--- config.mk ---
export PLATFORM = sky130hd
export DESIGN_NAME = inst_mem_loader
export DESIGN_NICKNAME = d
export VERILOG_FILES = /design/src/rtl/loader_pkg.sv /design/src/rtl/inst_mem_ram.sv /design/src/rtl/inst_mem_loader.sv
export SDC_FILE = /design/constraint.sdc
export NUM_CORES = 1
export LEC_CHECK = 0
export CAP_MARGIN = 0
export CORE_ASPECT_RATIO = 1.5
export CORE_MARGIN = 1
export CORE_UTILIZATION = 50
export DETAILED_ROUTE_END_ITERATION = 10
export HOLD_SLACK_MARGIN = 0.03
export PLACE_DENSITY_LB_ADDON = 0.25
export SLEW_MARGIN = 40
export SYNTH_ARGS = -nofsm -noshare
export SYNTH_HDL_FRONTEND = slang
export SYNTH_SLANG_ARGS = --single-unit
--- constraint.sdc ---
create_clock -name clk -period 2.6 [get_ports clk]
set_input_delay 0.52 -clock clk [delete_from_list [all_inputs] [get_ports clk]]
set_output_delay 0.52 -clock clk [all_outputs]
set_load 0.02 [all_outputs]
--- src/rtl/loader_pkg.sv ---
// ---------------------------------------------------------------------------
// loader_pkg
//   Shared definitions for the instruction-memory loader:
//     - state_t    : loader FSM state encoding (also exported on state_dbg)
//     - DEPTH_DEF  : default number of instruction words
//     - HALF_W     : width of one download halfword
//     - INST_W     : width of one instruction word
// ---------------------------------------------------------------------------
package loader_pkg;

   localparam int DEPTH_DEF = 16;
   localparam int HALF_W    = 16;
   localparam int INST_W    = 32;

   typedef enum logic [2:0] {
      ST_IDLE = 3'd0,
      ST_HDR  = 3'd1,
      ST_HI   = 3'd2,
      ST_LO   = 3'd3,
      ST_CHK  = 3'd4,
      ST_DONE = 3'd5,
      ST_ERR  = 3'd6
   } state_t;

endpackage

--- src/rtl/inst_mem_ram.sv ---
// ---------------------------------------------------------------------------
// inst_mem_ram
//   DEPTH x INST_W instruction store. One write port, one synchronous read
//   port, asynchronous clear of every entry and of the read register.
//   Ports:
//     clk, rst_n        clock, asynchronous active-low clear
//     we, waddr, wdata  write port (written on rising edge when we=1)
//     rd_en             when low the read register loads 0 instead of mem
//     raddr, rdata      synchronous read, one-cycle latency, read-before-write
// ---------------------------------------------------------------------------
module inst_mem_ram
   import loader_pkg::*;
#(
   parameter int DEPTH = DEPTH_DEF,
   parameter int AW    = 4
) (
   input  logic              clk,
   input  logic              rst_n,
   input  logic              we,
   input  logic [AW-1:0]     waddr,
   input  logic [INST_W-1:0] wdata,
   input  logic              rd_en,
   input  logic [AW-1:0]     raddr,
   output logic [INST_W-1:0] rdata
);

   logic [INST_W-1:0] mem [DEPTH];

   always_ff @(posedge clk or negedge rst_n) begin
      if (!rst_n) begin
         for (int i = 0; i < DEPTH; i++) mem[i] <= '0;
      end else if (we) begin
         mem[waddr] <= wdata;
      end
   end

   // Non-blocking read sees the pre-write contents, so a same-address
   // read/write in one cycle returns the old word.
   always_ff @(posedge clk or negedge rst_n) begin
      if (!rst_n)     rdata <= '0;
      else if (rd_en) rdata <= mem[raddr];
      else            rdata <= '0;
   end

endmodule

--- src/rtl/inst_mem_loader.sv ---
// ---------------------------------------------------------------------------
// inst_mem_loader
//   Downloads a program frame over a 16-bit halfword stream into an
//   instruction RAM and serves CPU fetches from it.
//   Frame: header N, then N (upper, lower) halfword pairs, then a checksum
//   halfword equal to the XOR of header and all data halfwords.
//   Handshake: a halfword is consumed on a rising edge where din_valid and
//   din_ready are both high; din_valid low simply stalls the FSM.
//   Ports:
//     clk, sys_rst        clock, asynchronous active-low reset
//     load_start          one-cycle download request (ignored while busy)
//     din, din_valid      halfword stream in
//     din_ready           loader accepts din this cycle
//     load_busy           download in progress (CPU holds fetch)
//     load_done, load_err registered result of the last download
//     inst_count          valid instruction count after a good load
//     fetch_addr          CPU fetch address
//     fetch_inst          fetched word, one cycle after fetch_addr
//     state_dbg           current FSM state (loader_pkg::state_t encoding)
// ---------------------------------------------------------------------------
module inst_mem_loader
   import loader_pkg::*;
#(
   parameter int DEPTH = DEPTH_DEF,
   parameter int AW    = 4
) (
   input  logic              clk,
   input  logic              sys_rst,
   input  logic              load_start,
   input  logic [HALF_W-1:0] din,
   input  logic              din_valid,
   output logic              din_ready,
   output logic              load_busy,
   output logic              load_done,
   output logic              load_err,
   output logic [AW:0]       inst_count,
   input  logic [AW-1:0]     fetch_addr,
   output logic [INST_W-1:0] fetch_inst,
   output logic [2:0]        state_dbg
);

   localparam logic [AW:0] DEPTH_N = DEPTH[AW:0];

   state_t            state;
   logic [HALF_W-1:0] csum;
   logic [HALF_W-1:0] upper;
   logic [AW-1:0]     wr_addr;
   logic [AW:0]       n_reg;
   logic [AW:0]       hdr_n;
   logic              xfer;
   logic              mem_we;
   logic              last_word;

   assign hdr_n     = din[AW:0];
   assign load_busy = (state == ST_HDR) || (state == ST_HI) ||
                      (state == ST_LO)  || (state == ST_CHK);
   assign din_ready = load_busy;
   assign xfer      = din_valid && din_ready;
   assign mem_we    = (state == ST_LO) && xfer;
   assign last_word = ({1'b0, wr_addr} == (n_reg - 1'b1));
   assign state_dbg = state;

   always_ff @(posedge clk or negedge sys_rst) begin
      if (!sys_rst) begin
         state      <= ST_IDLE;
         csum       <= '0;
         upper      <= '0;
         wr_addr    <= '0;
         n_reg      <= '0;
         load_done  <= 1'b0;
         load_err   <= 1'b0;
         inst_count <= '0;
      end else begin
         case (state)
            ST_IDLE, ST_DONE, ST_ERR: begin
               if (load_start) begin
                  state     <= ST_HDR;
                  load_done <= 1'b0;
                  load_err  <= 1'b0;
                  csum      <= '0;
               end
            end
            ST_HDR: begin
               if (xfer) begin
                  if (hdr_n == '0 || hdr_n > DEPTH_N) begin
                     state      <= ST_ERR;
                     load_err   <= 1'b1;
                     inst_count <= '0;
                  end else begin
                     n_reg   <= hdr_n;
                     wr_addr <= '0;
                     csum    <= din;
                     state   <= ST_HI;
                  end
               end
            end
            ST_HI: begin
               if (xfer) begin
                  upper <= din;
                  csum  <= csum ^ din;
                  state <= ST_LO;
               end
            end
            ST_LO: begin
               if (xfer) begin
                  csum <= csum ^ din;
                  // Hold wr_addr on the last word so a full-depth load ends
                  // at DEPTH-1 rather than wrapping to 0.
                  if (last_word) begin
                     state <= ST_CHK;
                  end else begin
                     wr_addr <= wr_addr + 1'b1;
                     state   <= ST_HI;
                  end
               end
            end
            ST_CHK: begin
               if (xfer) begin
                  if (din == csum) begin
                     state      <= ST_DONE;
                     load_done  <= 1'b1;
                     inst_count <= n_reg;
                  end else begin
                     state      <= ST_ERR;
                     load_err   <= 1'b1;
                     inst_count <= '0;
                  end
               end
            end
            default: state <= ST_IDLE;
         endcase
      end
   end

   inst_mem_ram #(
      .DEPTH (DEPTH),
      .AW    (AW)
   ) u_ram (
      .clk   (clk),
      .rst_n (sys_rst),
      .we    (mem_we),
      .waddr (wr_addr),
      .wdata ({upper, din}),
      .rd_en (!load_busy),
      .raddr (fetch_addr),
      .rdata (fetch_inst)
   );

endmodule

==> run summary, run 1 <==
R2R setup slack -> 500 ps
Leakage power of the design -> 14.5 nW
Final setup violation count -> 0
Vias per cell -> 6.02
Bufs on Longest Clock Path -> 3
Number of flops mapped to enable cells by yosys -> 0
Tot Pwr -> 27.9 mW
Arrival time worst endpoint -> 1850 ps
DRT antenna net count -> 0
Overall routing resource usage -> 0.246
Number of nets produced by synthesis -> 1732
Mapped Area -> 26700 um2
Proportion of power drawn by the clock network -> 0.301
Yosys top cell area share -> 0.557
Die X -> 191 um
Root Driver -> sky130_fd_sc_hd__clkbuf_16
Largest area contributor in the netlist -> sky130_fd_sc_hd__dfrtp_1
Depth of the most critical reg-to-reg path -> 8
Number of placement rows -> 103
Core box area -> 52700 um2
Maximum number of pins on one net before global-route repair -> 77
Setup repair after global routing missed its margin -> false
Ranking of synthesized cells by instance count -> sky130_fd_sc_hd__dfrtp_1 (595), sky130_fd_sc_hd__mux2_2 (533), sky130_fd_sc_hd__mux4_2 (160), sky130_fd_sc_hd__clkbuf_1 (79), sky130_fd_sc_hd__buf_2 (68)
Synth Register Bits -> 595
Worst EP required -> 2080 ps
Post-layout instance area -> 31000 um2
Total inserted antenna cells -> 0
Leading post-synthesis cells by cell area -> sky130_fd_sc_hd__dfrtp_1 (56%), sky130_fd_sc_hd__mux2_2 (22%), sky130_fd_sc_hd__mux4_2 (13%), sky130_fd_sc_hd__buf_2 (1.3%), sky130_fd_sc_hd__clkbuf_1 (1.1%)
Largest regs -> u_ram.mem x512, u_ram.rdata x32
Hpwl dp -> 40300 um
Number of flip-flops in the largest register -> 512
Pwr dens -> 901 nW/um2
DIE AREA -> 54400 um2
Initial core utilization -> 0.507
Hold Crit Class -> in2async
Count of synthesis-stage warnings from yosys -> 0
Clock Skews -> 15.6 ps
Global-route wire length before repair -> 101000 um
CP max FO -> 3
Reg-to-reg critical path endpoint -> wr_addr[3]$_DFFE_PN0P_
Antenna violations before repair -> 2
Final count of hold timing violations -> 0
Register name with the most flops -> u_ram.mem
Net switching power figure -> 7.82 mW
Num ports -> 68
Proportion of power drawn by combinational gates -> 0.222
Share of the cycle needed by the critical path after routing -> 0.910
Endpoint type of the worst setup path -> primary output
Die Y-Extent -> 285 um
Area growth from synthesis to layout -> 16.0%
GP Congestion -> 0.768
Sequential share of power -> 0.477
Clock tree from TritonCTS -> built
Vias in the first global route -> 16774
Worst hold slack -> 451 ps
Run status -> finished clean
Layout cells sized above 1 -> 0.507
Clock transition at the registers of the reported paths -> 60 ps
Vias -> 15122
Share of total power consumed by net switching -> 0.280
Sequential cell area fraction in the yosys report -> 0.557
Count of H-tree levels built during CTS -> 2
Number of post-CTS setup repair buffers -> 0
Dominant synthesized flop cell -> sky130_fd_sc_hd__dfrtp_1
Minimum clock period -> 2370 ps
Element type at the critical path start -> flip-flop
Routed WL per cell -> 25.3 um
Final #Nets -> 1818
Worst setup path category -> reg2out
Highest Clock Rate -> 423 MHz
Routed WL -> 63600 um
DRC marker count from the first detailed-route iteration -> 834
Gate Count Post-Synth -> 1703
Filler cell count in the final layout -> 4013
Largest voltage drop on the vdd net -> 609 uV
Synthesized area divided by synthesized cell count -> 15.7 um2
# Max-Cap Violations -> 0
Share of synthesized flip-flops with an asynchronous set or reset -> 1.00
Worst rel slew slack -> 0.550
Gr ovfl total -> 0
Reg-to-reg critical path startpoint -> n_reg[0]$_DFFE_PN0P_
Number of remaining DRC errors -> 0
Number of buffers inserted during clock tree synthesis -> 55
Placed cell area -> 29100 um2
Pre-Repair DR Iteration Count -> 5
Sinks on Clock Net -> 595
Skew-Pair Late Insertion Delay -> 590 ps
Number of port buffers -> 67
Transition time at the pin with the least slew margin -> 675 ps
Post-synth cell types -> 44
Number of slew-limit violations in the final report -> 0
Most repeated cell in the gate-level netlist after synthesis -> sky130_fd_sc_hd__dfrtp_1
Int Power -> 20.1 mW
-- logic make-up (layout without fill, tap and decap cells) --
| logic type | count (synthesis) | count (layout) | synth area share |
|---|---|---|---|
| and+or+nand+nor | 134 | 134 | 0.0270 |
| adders and majority gates | 5 | 5 | 0.00234 |
| DFF | 595 | 595 | 0.557 |
| muxes | 696 | 696 | 0.360 |
| xor gates and xnor gates | 24 | 24 | 0.00786 |
| buffers and inverters | 163 | 292 | 0.0266 |
| AOI/OAI and AO/OA | 86 | 86 | 0.0191 |
-- placed cells by master (no fill, tap or decap), types with 6 or more instances in the layout --
master                              n
sky130_fd_sc_hd__nor2b_1           35
sky130_fd_sc_hd__buf_12            48
sky130_fd_sc_hd__nand2_2           12
sky130_fd_sc_hd__mux2_2           533
sky130_fd_sc_hd__clkbuf_8          15
sky130_fd_sc_hd__o21ai_0           55
sky130_fd_sc_hd__buf_4             69
sky130_fd_sc_hd__nor2_1            41
sky130_fd_sc_hd__mux4_2           160
sky130_fd_sc_hd__clkbuf_1          14
sky130_fd_sc_hd__clkbuf_16         57
sky130_fd_sc_hd__nand4_1            6
sky130_fd_sc_hd__xnor2_1           20
sky130_fd_sc_hd__dfrtp_1          595
sky130_fd_sc_hd__inv_1              8
sky130_fd_sc_hd__clkdlybuf4s50_1   60
-- worst max path at each step --
stage	start	endpoint	slack (ps)
after floorplan	state_dbg[1]$_DFFE_PN0P_	load_busy	210
after global placement	din[0]	inst_count[1]$_DFFE_PN0P_	-470
after detailed placement	din[0]	inst_count[2]$_DFFE_PN0P_	-200
after CTS	state_dbg[0]$_DFFE_PN0P_	din_ready	190
after global routing	state_dbg[0]$_DFFE_PN0P_	din_ready	130
final	state_dbg[0]$_DFFE_PN0P_	din_ready	230
-- power groups by stage --
stage	Clock (mW)	Sequential (mW)	Combinational, mW
after floorplan	0	12.6	4.85
after global placement	0	13.3	6.03
after detailed placement	0	13.5	6.27
after CTS	8.58	13.3	6.28
after global routing	8.93	13.6	6.72
final	8.41	13.3	6.19
-- critical path: stages (launching register included) --
cell and delay (ps):
sky130_fd_sc_hd__dfrtp_1 380, sky130_fd_sc_hd__nor2_1 260, sky130_fd_sc_hd__xnor2_2 240, sky130_fd_sc_hd__dlygate4sd2_1 390
-- metal layers --
| layer | vias to the layer above | wire length, um | track usage |
|---|---|---|---|
| met5 | - | 13 | 0 |
| met4 | 2 | 2290 | 0.0914 |
| met3 | 136 | 2440 | 0.0327 |
| met2 | 363 | 33000 | 0.419 |
| met1 | 8159 | 25900 | 0.320 |
| li1 | 6462 | - | - |
-- what timing repair did --
| action | in CTS | in global routing |
|---|---|---|
| hold buffers | 1 | 0 |
| endpoints found under the setup margin | 2 | 0 |
| resized for setup | 2 | 0 |
| hold endpoints to repair | 41 | 0 |
-- stage by stage --
step	setup slack (ps)	std cells	utilization	setup TNS, ps
finish	235	2514	0.588	0
global route	130	2514	0.588	0
CTS	186	2514	0.588	0
detailed placement	-202	2413	0.552	-3810
global placement	-471	2413	0.552	-12880
floorplan	211	1703	-	0
-- final cells by class --
type	instances	area (um2)	area share
Sequential cell	595	14900	0.480
Multi-Input combinational cell	945	11200	0.361
Timing Repair Buffer	184	2150	0.0692
Clock buffer	85	1670	0.0539
Tap cell	682	853	0.0275
Clock inverter	15	215	0.00694
Inverter	8	30.0	0.000968
(Power assumes the default switching activity.)
==> run 2: changes to the inputs <==
CORE_UTILIZATION = 62   (was 50)
SYNTH_HIERARCHICAL = 1   (was default)
==> run 2 against run 1 <==
  * Critical path depth up 1
  * Clock power down 5.8%
  * Non-clock buffer count up 13
  * Register-to-register slack worse by 270 ps
  * Sequential power up 16%
  * Routed wire length up 4.0%
  * Sequential share of layout area down 0.20 points
  * Clock skew about the same
  * Final cell count up 6.5%
  * Critical path type unchanged
  * Largest cell class unchanged
  * Highest routed layer is now met4
==> run summary, run 2 <==
Antenna violations before repair -> 1
Sequential cell area fraction in the yosys report -> 0.551
Setup repair after global routing missed its margin -> false
Num ports -> 68
Post-layout instance area -> 31100 um2
Critical path's slowest cell -> sky130_fd_sc_hd__dfrtp_1
CP max FO -> 15
Layout cells sized above 1 -> 0.341
Share of synthesized flip-flops with an asynchronous set or reset -> 1.00
Bufs on Longest Clock Path -> 3
Sinks on Clock Net -> 595
Vias in the first global route -> 18172
Dominant synthesized flop cell -> sky130_fd_sc_hd__dfrtp_1
Final setup violation count -> 0
Area occupied by registers -> 14900 um2
Endpoint type of the worst setup path -> primary output
Post-Place Setup Slack -> -164 ps
Gr ovfl total -> 0
Run status -> finished clean
Worst setup path category -> reg2out
Number of placement rows -> 93
Register name with the most flops -> u_ram/mem
Transition time at the pin with the least slew margin -> 609 ps
Yosys top cell area share -> 0.551
Vias per cell -> 6.35
Final count of hold timing violations -> 0
Leading post-synthesis cells by cell area -> sky130_fd_sc_hd__dfrtp_1 (55%), sky130_fd_sc_hd__mux2_2 (20%), sky130_fd_sc_hd__mux2i_1 (9.5%), sky130_fd_sc_hd__a22oi_1 (3.6%), sky130_fd_sc_hd__mux2_1 (2.6%)
Die Y-Extent -> 258 um
Count of synthesis-stage warnings from yosys -> 6
Global-route wire length before repair -> 105000 um
Final #Nets -> 2091
Initial core utilization -> 0.630
Min setup slack post-route -> 86.8 ps
Clock tree from TritonCTS -> built
Cell chain of the critical path -> buf_4 -> or2_2 -> xor2_4 -> clkdlybuf4s15_2
Filler cell count in the final layout -> 2801
Number of remaining DRC errors -> 0
# Max-Cap Violations -> 0
Largest incremental delay on the critical path -> 380 ps
Reg-to-reg critical path endpoint -> u_ram/mem[186]$_DFFE_PN0P_
GP Congestion -> 0.835
Largest area contributor in the netlist -> sky130_fd_sc_hd__dfrtp_1
Overall routing resource usage -> 0.312
Most common cell after layout, fill and taps aside -> sky130_fd_sc_hd__dfrtp_1
Placed cell area -> 29400 um2
Synthesized area divided by synthesized cell count -> 13.7 um2
Skew-Pair Late Insertion Delay -> 590 ps
Post-synth cell types -> 52
DRT antenna net count -> 0
Pwr dens -> 1030 nW/um2
Largest voltage drop on the vdd net -> 605 uV
Number of flops mapped to enable cells by yosys -> 0
Number of buffers inserted during clock tree synthesis -> 54
Minimum clock period -> 2510 ps
Mapped Area -> 27000 um2
Worst rel slew slack -> 0.594
DRC marker count from the first detailed-route iteration -> 1125
Reg-to-reg critical path startpoint -> state_dbg[1]$_DFFE_PN0P_
Maximum number of pins on one net before global-route repair -> 93
Hpwl dp -> 41100 um
Hold Crit Class -> reg2reg
Share of the cycle needed by the critical path after routing -> 0.967
Number of cells in the design after placement -> 2578
Total inserted antenna cells -> 0
Arrival time worst endpoint -> 1990 ps
Die X -> 172 um
Number of nets produced by synthesis -> 2005
Clock Skews -> 15.2 ps
Vias -> 17008
DIE AREA -> 44500 um2
Clock transition at the registers of the reported paths -> 70 ps
Ranking of synthesized cells by instance count -> sky130_fd_sc_hd__dfrtp_1 (595), sky130_fd_sc_hd__mux2_2 (471), sky130_fd_sc_hd__mux2i_1 (257), sky130_fd_sc_hd__a22oi_1 (128), sky130_fd_sc_hd__clkbuf_1 (76)
Launching instance or port of the critical path -> state_dbg[1]$_DFFE_PN0P_
Count of H-tree levels built during CTS -> 2
Gate Count Post-Synth -> 1979
Pre-Repair DR Iteration Count -> 5
Most repeated cell in the gate-level netlist after synthesis -> sky130_fd_sc_hd__dfrtp_1
Element type at the critical path start -> flip-flop
Filler-free cell count of the finished design -> 2677
Leakage power of the design -> 15.1 nW
Number of slew-limit violations in the final report -> 0
Depth of the most critical reg-to-reg path -> 8
Highest Clock Rate -> 398 MHz
Routed WL per cell -> 24.7 um
Largest regs -> u_ram/mem x512, u_ram/rdata x32
Number of flip-flops in the largest register -> 512
Capture point of the critical path -> load_busy
Root Driver -> sky130_fd_sc_hd__clkbuf_16
Number of port buffers -> 67
Worst EP required -> 2080 ps
R2R setup slack -> 230 ps
Routed WL -> 66200 um
Core box area -> 42900 um2
Tot Pwr -> 32.2 mW
Area of combinational cells with multiple inputs -> 11400 um2
Top library cells by usage in the layout, fill and taps aside -> sky130_fd_sc_hd__dfrtp_1 (595), sky130_fd_sc_hd__mux2_2 (471), sky130_fd_sc_hd__mux2i_1 (257)
Synth Register Bits -> 595
Area growth from synthesis to layout -> 15.2%
==> run 2: how the worst min path moves through the flow <==
stage | from | end | depth (start not counted)
3_5_place_dp | u_ram/mem[38]$_DFFE_PN0P_ | u_ram/mem[38]$_DFFE_PN0P_ | 1
5_1_grt | sys_rst | state_dbg[2]$_DFFE_PN0P_ | 2
6_report | u_ram/mem[38]$_DFFE_PN0P_ | u_ram/mem[38]$_DFFE_PN0P_ | 1
3_3_place_gp | u_ram/mem[38]$_DFFE_PN0P_ | u_ram/mem[38]$_DFFE_PN0P_ | 1
2_1_floorplan | sys_rst | csum[0]$_DFFE_PN0P_ | 0
4_1_cts | sys_rst | state_dbg[0]$_DFFE_PN0P_ | 2
==> run 2: worst max-delay path, delay by kind of cell, from the launching register on <==
family	cells	cell delay (ps)
buffers and inverters	2	480
DFF	1	380
and+or+nand+nor	1	380
xor gates and xnor gates	1	180
==> run 2: kinds of logic (layout without fill, tap and decap cells) <==
group	after synthesis	after routing	share of synthesized area
buffers and inverters	177	305	0.0308
muxes	790	790	0.317
DFF	595	595	0.551
adders and majority gates	2	2	0.000926
AOI/OAI and AO/OA	239	239	0.0644
and+or+nand+nor	152	152	0.0278
xor gates and xnor gates	24	24	0.00805
==> run 2: per-layer routing <==
| metal | GRT usage | share of wire | up-vias |
|---|---|---|---|
| met2 | 0.526 | 0.51 | 450 |
| li1 | - | - | 7419 |
| met4 | 0.128 | 0.039 | 0 |
| met3 | 0.0463 | 0.046 | 163 |
| met5 | 0 | 0 | - |
| met1 | 0.403 | 0.40 | 8976 |
==> run 2: per-stage QoR <==
stage / TNS, ps / utilization / hold slack [ps]
after global placement: -20580 / 0.684 / 467
after floorplan: 0 / - / 224
final: 0 / 0.725 / 488
after CTS: 0 / 0.725 / 486
after global routing: 0 / 0.725 / 511
after detailed placement: -22920 / 0.684 / 475
==> run 2: cell type report <==
cell class | count | share of cell area
clock buffers | 85 | 0.0523
clock inverters | 13 | 0.00418
inverters | 10 | 0.00121
multi-input cells | 1207 | 0.367
flip-flops and latches | 595 | 0.478
well taps | 570 | 0.0229
repair buffers | 197 | 0.0742
==> run 2: where the power goes <==
group          internal [mW]  switching, mW  total, mW
Combinational           4.85           4.04       8.88
Sequential              12.8           2.54       15.4
Clock                   4.49           3.43       7.92
==> run 2: repair_timing <==
action,CTS,global route
endpoints found under the setup margin,2,2
setup buffers,0,0
resized for setup,7,1
hold buffers,1,0
endpoints found under the hold margin,43,0
==> run 3: changes to the inputs <==
CORE_MARGIN = default   (was 1)
==> results of run 3 <==
No change in the layout: final DEF, timing and power equal those of run 2.
